### config.mk
export PLATFORM = sky130hd
export DESIGN_NAME = alu_arbiter
export DESIGN_NICKNAME = d
export VERILOG_FILES = /design/src/rtl/alu_arbiter.sv
export SDC_FILE = /design/constraint.sdc
export NUM_CORES = 1
export LEC_CHECK = 0
export CAP_MARGIN = 20
export CORE_AREA = 2 2 127 129
export CTS_CLUSTER_DIAMETER = 150
export DETAILED_ROUTE_END_ITERATION = 6
export DIE_AREA = 0 0 129 131
export DONT_BUFFER_PORTS = 1
export PLACE_DENSITY_LB_ADDON = 0.2
export SLEW_MARGIN = 20
export SYNTH_ARGS = -nofsm -noshare
export SYNTH_HDL_FRONTEND = slang
export SYNTH_SLANG_ARGS = --single-unit
### constraint.sdc
create_clock -name clk_i -period 3.65 [get_ports clk_i]
set_clock_uncertainty 0.15 [all_clocks]
set_input_delay 0.73 -clock clk_i [delete_from_list [all_inputs] [get_ports clk_i]]
set_output_delay 0.73 -clock clk_i [all_outputs]
set_load 0.005 [all_outputs]
### src/rtl/alu_arbiter.sv
// Two-requester front end for a shared combinational ALU: arbitrates, issues one
// operation at a time and returns the captured result on the winner's response channel.
module alu_arbiter #(
    parameter bit RR_EN = 1'b1
) (
    input  logic        clk_i,
    input  logic        rst_i,

    input  logic        req0_valid_i,
    output logic        req0_ready_o,
    input  logic [4:0]  req0_ctrl_i,
    input  logic [31:0] req0_a_i,
    input  logic [31:0] req0_b_i,

    input  logic        req1_valid_i,
    output logic        req1_ready_o,
    input  logic [4:0]  req1_ctrl_i,
    input  logic [31:0] req1_a_i,
    input  logic [31:0] req1_b_i,

    output logic        rsp0_valid_o,
    input  logic        rsp0_ready_i,
    output logic [31:0] rsp0_result_o,
    output logic [2:0]  rsp0_flags_o,

    output logic        rsp1_valid_o,
    input  logic        rsp1_ready_i,
    output logic [31:0] rsp1_result_o,
    output logic [2:0]  rsp1_flags_o,

    output logic [4:0]  alu_ctrl_o,
    output logic [31:0] alu_a_o,
    output logic [31:0] alu_b_o,
    input  logic [31:0] alu_result_i,
    input  logic [2:0]  alu_flags_i,

    output logic        busy_o
);

    typedef enum logic [1:0] {
        IDLE  = 2'd0,
        ISSUE = 2'd1,
        RESP  = 2'd2
    } state_t;

    state_t      r_state;
    logic        r_last_grant;
    logic        r_grant;
    logic [4:0]  r_ctrl;
    logic [31:0] r_a;
    logic [31:0] r_b;
    logic [31:0] r_result;
    logic [2:0]  r_flags;

    logic w_grant;
    logic w_idle;
    logic w_req0_ready;
    logic w_req1_ready;
    logic w_accept;
    logic w_rsp_ready;

    always_comb begin
        // NOTE: default first so every path assigns w_grant and no latch is inferred.
        w_grant = 1'b0;
        case ({req1_valid_i, req0_valid_i})
            2'b10:   w_grant = 1'b1;
            2'b11:   w_grant = RR_EN ? ~r_last_grant : 1'b0;
            default: w_grant = 1'b0;
        endcase
    end

    // IDLE is also the reset state, so ready must be masked by rst_i explicitly.
    assign w_idle       = (r_state == IDLE) && !rst_i;
    assign w_req0_ready = w_idle && req0_valid_i && !w_grant;
    assign w_req1_ready = w_idle && req1_valid_i && w_grant;
    assign w_accept     = w_req0_ready || w_req1_ready;
    assign w_rsp_ready  = r_grant ? rsp1_ready_i : rsp0_ready_i;

    always_ff @(posedge clk_i or posedge rst_i) begin
        if (rst_i) begin
            r_state      <= IDLE;
            r_last_grant <= 1'b1;
            r_grant      <= 1'b0;
            r_ctrl       <= '0;
            r_a          <= '0;
            r_b          <= '0;
            r_result     <= '0;
            r_flags      <= '0;
        end else begin
            // NOTE: non-blocking assignments so every register samples pre-edge values.
            case (r_state)
                IDLE: begin
                    if (w_accept) begin
                        r_grant      <= w_grant;
                        r_last_grant <= w_grant;
                        r_ctrl       <= w_grant ? req1_ctrl_i : req0_ctrl_i;
                        r_a          <= w_grant ? req1_a_i    : req0_a_i;
                        r_b          <= w_grant ? req1_b_i    : req0_b_i;
                        r_state      <= ISSUE;
                    end
                end
                ISSUE: begin
                    r_result <= alu_result_i;
                    r_flags  <= alu_flags_i;
                    // Operand registers double as the ALU drive, so clear them once issued.
                    r_ctrl   <= '0;
                    r_a      <= '0;
                    r_b      <= '0;
                    r_state  <= RESP;
                end
                RESP: begin
                    if (w_rsp_ready) begin
                        r_state <= IDLE;
                    end
                end
                default: r_state <= IDLE;
            endcase
        end
    end

    assign req0_ready_o  = w_req0_ready;
    assign req1_ready_o  = w_req1_ready;

    assign alu_ctrl_o    = r_ctrl;
    assign alu_a_o       = r_a;
    assign alu_b_o       = r_b;

    assign rsp0_valid_o  = (r_state == RESP) && !r_grant;
    assign rsp1_valid_o  = (r_state == RESP) && r_grant;
    assign rsp0_result_o = r_result;
    assign rsp1_result_o = r_result;
    assign rsp0_flags_o  = r_flags;
    assign rsp1_flags_o  = r_flags;

    assign busy_o        = (r_state != IDLE);

endmodule

==> PnR_summary.wiki <==
{| class="wikitable"
! Metric !! Value
|-
| Worst VDD drop || 0.2818 mV
|-
| Num rows || 46
|-
| Post-Syn Instances || 363
|-
| Routability Congestion || 0.7038
|-
| First-pass GRT wire length || 15.93 mm
|-
| Final-report hold violation count || 0
|-
| Synthesized area || 5071 µm²
|-
| Register cell area after layout || 2704 µm²
|-
| Initial antenna violation count || 0
|-
| All-Layer GR Usage || 0.1257
|-
| Die Width || 129 µm
|-
| Largest driver fanout on the critical path || 12
|-
| Post-synthesis area per instance || 13.97 µm²
|-
| Root buffer selected by CTS || clkbuf_16
|-
| Leading cell types in the layout, fill and taps excluded || dfrtp_1 (107), mux2i_1 (69), o2bb2ai_1 (59)
|-
| TritonCTS clock tree || yes
|-
| Slew at the pin with the worst max-slew slack || 0.9849 ns
|-
| Post-CTS setup buffer count || 0
|-
| Insertion delay to the later sink of the worst-skew pair || approximately 0.34 ns
|-
| Number of flip-flops and latches in the synthesized netlist || 108
|-
| Htree depth || 3
|-
| Count of boundary I/O pins || around 320
|-
| Number of design-rule violations left by the first detailed-router iteration || roughly 130
|-
| Number of antenna diodes || 0
|-
| Number of distinct library cells after synthesis || 27
|-
| DIE HEIGHT || 131 µm
|-
| Class of the most critical hold timing path || in2async
|-
| Total routed wirelength || 11.18 mm
|-
| Initial Utilization || 0.3251
|-
| Power density over cell area || 839.4 nW/µm²
|-
| Clock sinks || 108
|-
| Std-Cell Core Area || 15,600 µm²
|-
| Pin count of the biggest net entering global routing || 61
|-
| Pleak || between 2 and 2.5 nW
|-
| Clock transition at path regs || 0.07 ns
|-
| Die area || 16,900 µm²
|-
| Most common cell after layout, fill and taps aside || dfrtp_1
|-
| HPWL after DPL || 8.098 mm
|-
| Post-CTS resize count || 0
|-
| GR met2 Demand/Resource || 0.2017
|-
| Crit end category || output pin
|-
| GRT Residual Overflow || 0
|-
| Max Slew Vio Count || 0
|-
| Sequential fraction of the synthesis area || 0.5332
|-
| Number of inserted filler cells in the final layout || approximately 1,500
|-
| Number of buffer cells added on primary ports || 0
|-
| Finished Core Util || 0.3389
|-
| Quantity of hold-fixing buffers added after cts || 0
|-
| TritonCTS Buffers || 9
|-
| DR vias/cell || 5.114
|-
| Maximum clock frequency || 0.4138 GHz
|-
| Met1 layer usage reported by global route || 0.1604
|-
| Worst-case headroom to the max-slew limit || 0.3420
|-
| Wire length per cell after detailed routing || 20.83 µm
|-
| Area taken by multi-input logic gates || ~1900 µm²
|-
| Layout area overhead || 4.244%
|-
| Number of nets in the final layout || 497
|-
| Total via count in the routed design || 2,746
|-
| Path depth of the worst reg2reg path || 4
|-
| Critical path required time || roughly 2.8 ns
|-
| Synth Net Count || 542
|-
| Synthesis Warnings || 0
|-
| Global route hottest layer || met2
|-
| RSZ-0062 raised after global routing || false
|-
| Crit path time final || around 2.4 ns
|-
| Share of layout cells above drive strength 1 || 0.1371
|-
| Arrival time of the worst setup path || 1.54 ns
|-
| Via count of the first global-routing pass || between 2,000 and 3,000
|-
| DRC errors left || 0
|-
| Setup_tns || 0 ns
|-
| Remaining number of nets flagged by the antenna check after routing || 0
|-
| Status || finished clean
|-
| Number of buffers between clock root and the deepest sink || 2
|-
| Startpoint Class || flip-flop
|-
| Max capacitance violation total || 0
|-
| Final period utilization || 0.6620
|-
| Met3 track demand over resource in global routing || 0.03705
|-
| Worst Setup Path Type || reg2out
|-
| Setup violation total in the final timing report || 0
|-
| Number of detailed-routing iterations run before antenna repair || 4
|}
sequential cells by signal, indices dropped and copies added, names as in the netlist:
signal,cells
alu_a_o,32
r_last_grant,1
r_grant,1
rsp0_result_o,32
alu_b_o,32
r_state,2
rsp0_flags_o,3
alu_ctrl_o,5
metal layers:
metal / up-vias / part of all wire
li1: 1208 / -
met1: 1385 / 0.42
met2: 144 / 0.51
met3: 9 / 0.062
met4: 0 / 0.011
met5: - / 0
critical path, cell delays in order (launching register included):
cell and delay (ns):
dfstp_2 0.39, a21boi_4 0.54, and2_1 0.27
where the power goes:
part	leakage [nW]	internal, mW	total [mW]	switching, mW
sequential	1.35	1.78	2.38	0.606
clock	0.145	0.595	1.02	0.425
combinational	0.710	0.538	1.04	0.497
path summary, 6_finish.rpt:
check                                   from                 to  slack, ns
worst max-delay path            r_last_grant       req1_ready_o       1.23
worst min-delay path                   rst_i  rsp0_result_o[10]       0.30
worst max register to register  r_last_grant         alu_b_o[6]       1.59
worst min register to register   alu_b_o[29]        alu_b_o[29]       0.37
max in group asynchronous              rst_i         alu_a_o[8]       2.53
min in group clk_i              req0_valid_i       r_last_grant       0.30
layout make-up:
cell class                 instances  share of cell area
clock buffer                      10             0.04331
timing repair buffer               5             0.01420
sequential                       108              0.5115
inverter                           3            0.002840
multi-input combinational        191              0.3626
tap                              216             0.05112
clock inverter                     4             0.01444
synth_stat cells, drive strengths merged:
cell	n	area, µm²
a21boi	1	11.26
a21o	1	7.510
a21oi	1	5.000
a31oi	1	6.260
and2	1	6.260
buf	61	473.0
dfrtp	107	2678
dfstp	1	26.28
inv	3	11.26
mux2	36	405.4
mux2i	69	690.7
nand2	1	3.750
nand2b	1	6.260
nor2	3	11.26
nor2b	1	6.260
nor3	1	16.27
o21ai	1	5.000
o21ba	1	10.01
o21bai	2	18.77
o2bb2ai	69	666.9
or2	1	6.260
metrics by stage:
step / instances / instance area, µm² / hold WS [ns] / worst slack, ns / power [mW]
after CTS: 537 / 5286 / 0.2762 / 1.188 / 4.526
final: 537 / 5286 / 0.2980 / 1.234 / 4.438
after floorplan: 363 / 5075 / 0.3294 / 1.465 / 3.417
after detailed placement: 523 / 4981 / 0.3510 / 1.217 / 3.479
after global routing: 537 / 5286 / 0.2804 / 1.139 / 4.736
after global placement: 523 / 4981 / 0.3508 / 1.237 / 3.461
kinds of logic after synthesis:
logic type,share of synthesized area
buf+inv,0.09549
mux,0.2161
simple gates,0.01111
compound gates,0.1441
flops,0.5332
(Power assumes the default switching activity.)
